<file path="src/rtl/cpu_mem_pkg.sv">
// cpu_mem_pkg: shared constants and state encoding for the CPU-to-RAM access controller
package cpu_mem_pkg;
  localparam int MEM_WORDS      = 512;
  localparam int DATA_WIDTH_DEF = 32;
  localparam int ADDR_BITS_DEF  = 9;
  typedef enum logic [2:0] {
    S_IDLE     = 3'd0,
    S_RD_ACC   = 3'd1,
    S_RD_CAP   = 3'd2,
    S_WR_SETUP = 3'd3,
    S_WR_PULSE = 3'd4,
    S_WR_HOLD  = 3'd5,
    S_DONE     = 3'd6
  } state_t;
endpackage

</file>
<file path="src/rtl/mem_access_ctrl.sv">
// mem_access_ctrl: latches one read/write request and sequences registered ram strobes with setup/hold
module mem_access_ctrl
  import cpu_mem_pkg::*;
#(
  parameter int DATA_WIDTH  = DATA_WIDTH_DEF,
  parameter int ADDR_BITS   = ADDR_BITS_DEF,
  parameter int WAIT_STATES = 1
) (
  input  logic                  clock,
  input  logic                  clear,
  input  logic                  req,
  input  logic                  wr_en,
  input  logic [31:0]           addr,
  input  logic [DATA_WIDTH-1:0] wdata,
  output logic                  busy,
  output logic                  done,
  output logic [DATA_WIDTH-1:0] rdata,
  output logic                  addr_err,
  output logic [31:0]           mem_address,
  output logic [DATA_WIDTH-1:0] mem_data_in,
  output logic                  mem_read,
  output logic                  mem_write,
  input  logic [DATA_WIDTH-1:0] mem_data_out
);
  state_t                state_q, state_d;
  logic [31:0]           mar_q, mar_d, mem_address_q, mem_address_d;
  logic [DATA_WIDTH-1:0] mdr_q, mdr_d, rdata_q, rdata_d, mem_data_in_q, mem_data_in_d;
  logic [3:0]            cnt_q, cnt_d;
  logic                  busy_q, busy_d, done_q, done_d, err_q, err_d;
  logic                  mem_read_q, mem_read_d, mem_write_q, mem_write_d;
  logic                  out_of_range, wr_phase;
  assign out_of_range = (addr >> ADDR_BITS) != 32'd0;
  always_comb begin
    state_d = state_q;
    mar_d   = mar_q;
    mdr_d   = mdr_q;
    cnt_d   = cnt_q;
    rdata_d = rdata_q;
    err_d   = 1'b0;
    unique case (state_q)
      S_IDLE: if (req) begin
        mar_d   = addr;
        mdr_d   = wr_en ? wdata : mdr_q;
        cnt_d   = 4'd0;
        err_d   = out_of_range;
        state_d = out_of_range ? S_DONE : wr_en ? S_WR_SETUP : S_RD_ACC;
      end
      S_RD_ACC: begin
        cnt_d   = cnt_q + 4'd1;
        state_d = (cnt_q == 4'(WAIT_STATES)) ? S_RD_CAP : S_RD_ACC;
      end
      S_RD_CAP: begin
        rdata_d = mem_data_out;
        state_d = S_DONE;
      end
      S_WR_SETUP: state_d = S_WR_PULSE;
      S_WR_PULSE: state_d = S_WR_HOLD;
      S_WR_HOLD:  state_d = S_DONE;
      default:    state_d = S_IDLE;
    endcase
    // outputs are derived from the next state so every strobe leaves a flop
    wr_phase      = state_d inside {S_WR_SETUP, S_WR_PULSE, S_WR_HOLD};
    busy_d        = state_d != S_IDLE;
    done_d        = state_d == S_DONE;
    mem_read_d    = state_d inside {S_RD_ACC, S_RD_CAP};
    mem_write_d   = state_d == S_WR_PULSE;
    mem_address_d = (mem_read_d || wr_phase) ? mar_d : mem_address_q;
    mem_data_in_d = wr_phase ? mdr_d : mem_data_in_q;
  end
  always_ff @(posedge clock or negedge clear) begin
    if (!clear) begin
      state_q       <= S_IDLE;
      mar_q         <= '0;
      mdr_q         <= '0;
      cnt_q         <= '0;
      rdata_q       <= '0;
      err_q         <= 1'b0;
      busy_q        <= 1'b0;
      done_q        <= 1'b0;
      mem_read_q    <= 1'b0;
      mem_write_q   <= 1'b0;
      mem_address_q <= '0;
      mem_data_in_q <= '0;
    end else begin
      state_q       <= state_d;
      mar_q         <= mar_d;
      mdr_q         <= mdr_d;
      cnt_q         <= cnt_d;
      rdata_q       <= rdata_d;
      err_q         <= err_d;
      busy_q        <= busy_d;
      done_q        <= done_d;
      mem_read_q    <= mem_read_d;
      mem_write_q   <= mem_write_d;
      mem_address_q <= mem_address_d;
      mem_data_in_q <= mem_data_in_d;
    end
  end
  assign busy        = busy_q;
  assign done        = done_q;
  assign rdata       = rdata_q;
  assign addr_err    = err_q;
  assign mem_address = mem_address_q;
  assign mem_data_in = mem_data_in_q;
  assign mem_read    = mem_read_q;
  assign mem_write   = mem_write_q;
endmodule

</file>
<file path="config.mk">
export PLATFORM = sky130hd
export DESIGN_NAME = mem_access_ctrl
export DESIGN_NICKNAME = d
export VERILOG_FILES = /design/src/rtl/cpu_mem_pkg.sv /design/src/rtl/mem_access_ctrl.sv
export SDC_FILE = /design/constraint.sdc
export NUM_CORES = 1
export LEC_CHECK = 0
export BUFFER_PORTS_ARGS = -buffer_cell sky130_fd_sc_hd__buf_4
export CORE_MARGIN = 2
export CORE_UTILIZATION = 51
export CTS_CLUSTER_DIAMETER = 120
export CTS_CLUSTER_SIZE = 14
export DETAILED_ROUTE_END_ITERATION = 16
export PLACE_DENSITY = 0.85
export SETUP_SLACK_MARGIN = 0.4
export SYNTH_ARGS = -nofsm -noshare
export SYNTH_HDL_FRONTEND = slang
export SYNTH_SLANG_ARGS = --single-unit
</file>
<file path="constraint.sdc">
create_clock -name clock -period 2.75 [get_ports clock]
set_input_delay 0.1375 -clock clock [delete_from_list [all_inputs] [get_ports clock]]
set_output_delay 0.1375 -clock clock [all_outputs]
set_load 0.03 [all_outputs]
</file>
==> results.toml, run 1 <==
[clock_network]
cts_buffers = 17
ctsRootBufferMaster = "clkbuf_16"
insertion_delay_ns = 0.42
clockBufferDepth = 2
cts_tree = "yes"
cts.sinks = 172
cts.clk_slew.worst_paths_ns = 0.06
h-tree-depth = 4

[finish]
fin_util_pct = 79.48
area_growth_pct = 52.60
diodes = 0
fin_nets = 890
drive_above_1_share_pct = 43.88
layout_common_cells = "buf_4 (206), dfrtp_1 (172), nand2_1 (103)"
final_common_cell = "buf_4"

[synthesis]
ys_seq_elements = 172
synth.top_cell.area_share_pct = 65.49
syn_nets = 584
avgSynthCellArea_um2 = 13.66
ys.warnings.count = 0
synthCells = 481
yosysTopAreaCell = "dfrtp_1"
netlist_area_mm2 = 0.006573
ys_top_cells_by_area = "dfrtp_1 (65%), mux2_2 (17%), nand2_1 (5.9%)"
ys_seq_area_share_pct = 65.49
synth_cell_type_count = 29

[timing]
whs_ns = 0.2237
slew_headroom_pct = 60.61
finalSetupViolCount = 0
maxSlewViolCount = 0
final-hold-violation-count = 0
period_share_pct = 80.77
period_minus_slack_ns = 2.221
worst_pin_slew_ns = 0.5909
fin_ws_ns = 0.5288
rsz0062_at_grt = "no"
clock.fmax_mhz = 450.2
skew_ns = 0.009902
setup_tns_ns = 0

[power]
p_int_mw = 8.506
p_clk_share_pct = 18.5
powerDensity_mw_per_mm2 = 1368
p_comb_share_pct = 49.2
switchingPower_mw = 5.210
power.leakage_nw = 4.850
total_power_mw = 13.72
netSwitchingFraction_pct = 37.98
seq_power_share_pct = 32.4
ir_drop_mv = 0.8478

[worst_setup_path]
path_max_fanout = 16
crit_arrival_ns = 2.51
start_kind = "register"
cp-end-kind = "register"
crit_type = "reg2reg"
required_ns = 3.04

[floorplanning]
die_w_um = 117.5
rows = 41
die_area_mm2 = 0.01381
io-pin-count = 201
die_y_um = 117.5
core_mm2 = 0.01262
initial_core_util_pct = 52.08

[routing]
routedWlPerCell_um = 17.52
ant_nets = 0
drt-pass1-iter-count = 4
drc = 0
vias = 4953
routed_via_density = 5.096
routed_wl_um = 17030
drtIter0Drc = 291

[grt]
grt_first_pass_wirelength_um = 27590
grt_pass1_vias = 5585
grtUsageTotal_pct = 25.36
grt-ovfl-total = 0
grt_max_degree = 66
antenna_found_initial = 0

[placement]
place_congestion = 0.7780
place_ws_ns = 0.3964
hpwlAfterDp_um = 9911
port_buffers = 200

[run_status]
status = "complete, no violations"

[job]
cap_violations = 0

[min_path]
min_path_type = "in2reg"
cell families (layout without fill, tap and decap cells):
group / Yosys count / count (layout) / synth area share (%)
buffers and inverters: 25 / 344 / 1.618
AND/OR/NAND/NOR: 134 / 134 / 8.776
adder cells (fa/ha/maj): 3 / 3 / 0.5712
XOR/XNOR: 1 / 1 / 0.1333
multiplexers: 128 / 128 / 21.93
AO/OA/AOI/OAI: 18 / 18 / 1.485
flip-flops: 172 / 172 / 65.49
cell type report:
type / count / area [um^2]
timing repair buffer: 309 / 2641
inverter: 3 / 11.26
multi-input combinational: 284 / 2222
tap: 172 / 215.2
clock buffer: 21 / 470.5
sequential: 172 / 4304
clock inverter: 11 / 165.2
fill: 701 / 2590
flip-flops by register name, summed over array words and instances, names as in the netlist, 3 cells and up:
| register | flops |
|---|---|
| mar_q | 32 |
| mdr_q | 32 |
| cnt_q | 4 |
| rdata | 32 |
| mem_address | 32 |
| mem_data_in | 32 |
| state_q | 3 |
metal layers:
metal  vias to the layer above  routed length [um]  global-route usage (%)
li1                       2250                   -                       -
met1                      2488                6450                   28.35
met2                       182                9207                   45.47
met3                        33                 970                   8.188
met4                         0                 399                   9.036
met5                         -                   0                       0
critical path, stage by stage, from the launching register on:
cell and delay [ns]:
dfrtp_1 0.41, inv_1 0.07, ha_1 0.14, or3b_2 0.48, a21oi_4 0.20, nand3_4 0.13, nand3_4 0.15, buf_16 0.18
mux2_1 0.35
power groups by stage:
stage / Combinational [mW] / Sequential [mW] / Clock, mW
3_5_place_dp: 6.20 / 4.45 / 0
4_1_cts: 6.49 / 4.42 / 2.57
5_1_grt: 7.18 / 4.57 / 2.70
6_report: 6.74 / 4.44 / 2.53
3_3_place_gp: 5.97 / 4.36 / 0
2_1_floorplan: 2.75 / 5.73 / 0
through the flow:
stage / cells / instance area [um^2]
global placement: 840 / 8303
finish: 972 / 10030
floorplan: 481 / 6573
CTS: 970 / 9946
detailed placement: 840 / 8303
global route: 972 / 10030
cells in the mapped netlist (all sizes together):
| library cell | instances |
|---|---|
| dfrtp | 172 |
| mux2 | 128 |
| nand2 | 103 |
| buf | 14 |
| clkbuf | 8 |
| o21ai | 8 |
| a21oi | 7 |
| nor2 | 7 |
| nand3 | 5 |
| nor4 | 5 |
| nor3 | 4 |
| ha | 3 |
| inv | 3 |
| nor2b | 2 |
| nor4b | 2 |
| a211oi | 1 |
| and2 | 1 |
| and3 | 1 |
| nand3b | 1 |
| nand4 | 1 |
| o21a | 1 |
| o31ai | 1 |
| or3b | 1 |
| or4 | 1 |
| xnor2 | 1 |
worst paths after layout:
| kind | from | endpoint | slack [ns] | cells after the start |
|---|---|---|---|---|
| max in group asynchronous | clear | rdata[17]$_DFFE_PN0N_ | 1.66 | 3 |
| setup reg to reg | cnt_q[1]$_DFFE_PN0P_ | mem_data_in[1]$_DFFE_PN0P_ | 0.53 | 8 |
| hold / removal | req | addr_err$_DFF_PN0_ | 0.22 | 4 |
| setup / recovery | cnt_q[1]$_DFFE_PN0P_ | mem_data_in[1]$_DFFE_PN0P_ | 0.53 | 8 |
| min in group asynchronous | clear | mar_q[3]$_DFF_PN0_ | 0.27 | 2 |
| hold reg to reg | mar_q[31]$_DFF_PN0_ | mar_q[31]$_DFF_PN0_ | 0.47 | 2 |
repair_timing:
item	CTS	global route
pin swaps	1	3
gates resized for setup	3	8
buffers inserted	0	1
gates cloned	1	1
endpoints found under the setup margin	17	64
hold buffers	97	0
hold endpoints to repair	158	0
No activity file was read; power rests on OpenSTA's default activity.
==> inputs of run 2 (changes only) <==
clock period = 2.2 ns   (was 2.75 ns; I/O delays follow)
==> run 2 against run 1 <==
Die area unchanged. Clock-buffer cell count down 1. Sequential power up 27%. Critical path depth up 1. Clock skew about the same. Highest routed layer unchanged. Global-route usage up 3.8 points. Routed wire length up 22%. Sequential cell count unchanged. Clock power up 25%. Worst hold slack worse by 0.016 ns. Sequential share of layout area down 2.0 points. Largest power group unchanged. Worst setup slack worse by 0.43 ns. Largest cell class unchanged.
==> results.toml, run 2 (synthesized netlist as in run 1, its figures left out) <==
[worst_setup_path]
required_ns = 2.50
max_stage_delay_ns = 0.39
path_cells = "inv_1 > ha_1 > or3b_4 > a21oi_4 > nand3_4 > nand3_4 > buf_12 > clkbuf_16 > mux2_4"
path_max_fanout = 6
cp_slowest_cell = "dfrtp_1"
path_common_cell = "nand3_4"
cp-end-kind = "register"
crit_type = "reg2reg"
start_kind = "register"
crit_arrival_ns = 2.40

[finish]
fin_nets = 906
final_common_cell = "buf_4"
diodes = 0
area_growth_pct = 60.06
drive_above_1_share_pct = 49.63
fin_area_mm2 = 0.01052
instances_no_fill = 988
layout_common_cells = "buf_4 (209), dfrtp_1 (171), nand2_1 (102)"

[routing]
drtIter0Drc = 415
routed_wl_um = 20850
drt-pass1-iter-count = 5
drc = 0
routedWlPerCell_um = 21.10
vias = 5310
ant_nets = 0
routed_via_density = 5.374

[timing]
slew_headroom_pct = 58.16
maxSlewViolCount = 0
period_share_pct = 95.67
final-hold-violation-count = 0
skew_ns = 0.009840
worst_pin_slew_ns = 0.6276
rsz0062_at_grt = "yes"
clock.fmax_mhz = 475.1
setup_tns_ns = 0
whs_ns = 0.2080
finalSetupViolCount = 0
period_minus_slack_ns = 2.105

[floorplanning]
io-pin-count = 201
die_area_mm2 = 0.01381
die_w_um = 117.5
initial_core_util_pct = 52.08
rows = 41
core_mm2 = 0.01262
die_y_um = 117.5

[job]
cap_violations = 0

[run_status]
status = "complete, no violations"

[grt]
grt-ovfl-total = 0
grtUsageTotal_pct = 29.17
grt_max_degree = 66
grt_first_pass_wirelength_um = 31230
antenna_found_initial = 0
grt_pass1_vias = 5881

[power]
powerDensity_mw_per_mm2 = 1866
power.leakage_nw = 5.171
ir_drop_mv = 1.090
total_power_mw = 19.63

[clock_network]
cts.clk_slew.worst_paths_ns = 0.07
cts.sinks = 172
insertion_delay_ns = 0.42
ctsRootBufferMaster = "clkbuf_16"
h-tree-depth = 4
cts_tree = "yes"
cts_buffers = 17
clockBufferDepth = 2

[placement]
place_congestion = 0.8672
placedCellCount = 845
port_buffers = 200
place_area_mm2 = 0.008448
hpwlAfterDp_um = 10290

[min_path]
min_path_type = "in2reg"
[run 2: cell count changes in the layout (fill, tap and decap cells not counted), sizes merged]
cell      previous run  this run
buf                211       223
clkbuf              22        25
clkinvlp             1         4
inv                  3         6
bufinv               4         3
clkinv               6         2
[run 2: timing repair]
action,CTS,global route
cloned,2,5
buffers inserted,6,1
hold buffers,97,0
endpoints found under the hold margin,159,0
gates resized for setup,16,44
pin swaps,2,4
endpoints found under the setup margin,67,91
[run 2: per-layer routing]
metal  up-vias  routed length (um)  track usage [%]
li1       2284                   -                -
met2       255               11250            52.52
met5         -                   0                0
met1      2695                7669            32.91
met3        76                1210            7.316
met4         0                 722            12.50
[run 2: report_power, final]
| part | internal (mW) | switching [mW] |
|---|---|---|
| registers | 4.77 | 0.849 |
| logic | 5.47 | 5.38 |
| clock network | 1.89 | 1.28 |
[run 2: layout make-up]
type | count | area, um^2
flip-flops and latches | 172 | 4305
repair buffers | 325 | 2934
multi-input cells | 284 | 2429
fillers | 600 | 2100
clock buffers | 20 | 466.7
well taps | 172 | 215.2
clock inverters | 12 | 158.9
inverters | 3 | 11.26
[run 2: path summary, 6_finish.rpt]
kind	from	endpoint	slack [ns]	cells after the start
worst min-delay path	addr[31]	state_q[0]$_DFF_PN0_	0.21	6
worst max-delay path	cnt_q[1]$_DFFE_PN0P_	mem_data_in[25]$_DFFE_PN0P_	0.1	9
worst min register to register	mar_q[16]$_DFF_PN0_	mar_q[16]$_DFF_PN0_	0.47	2
max in group asynchronous	clear	mem_data_in[4]$_DFFE_PN0P_	1.19	3
min in group asynchronous	clear	rdata[19]$_DFFE_PN0N_	0.27	2
worst max register to register	cnt_q[1]$_DFFE_PN0P_	mem_data_in[25]$_DFFE_PN0P_	0.1	9
[run 2: worst max-delay path, delay by kind of cell, from the launching register on]
family	cells	cell delay [ns]
buffers and inverters	3	0.36
and+or+nand+nor	3	0.65
AOI/OAI and AO/OA	1	0.16
adders and majority gates	1	0.12
DFF	1	0.39
muxes	1	0.30
[run 2: per-stage QoR]
stage	util (%)	setup WS, ns
after floorplan	-	0.2468
after global placement	66.94	0.1857
after detailed placement	66.94	0.1243
after CTS	80.97	0.1431
after global routing	83.36	0.03340
final	83.36	0.09526
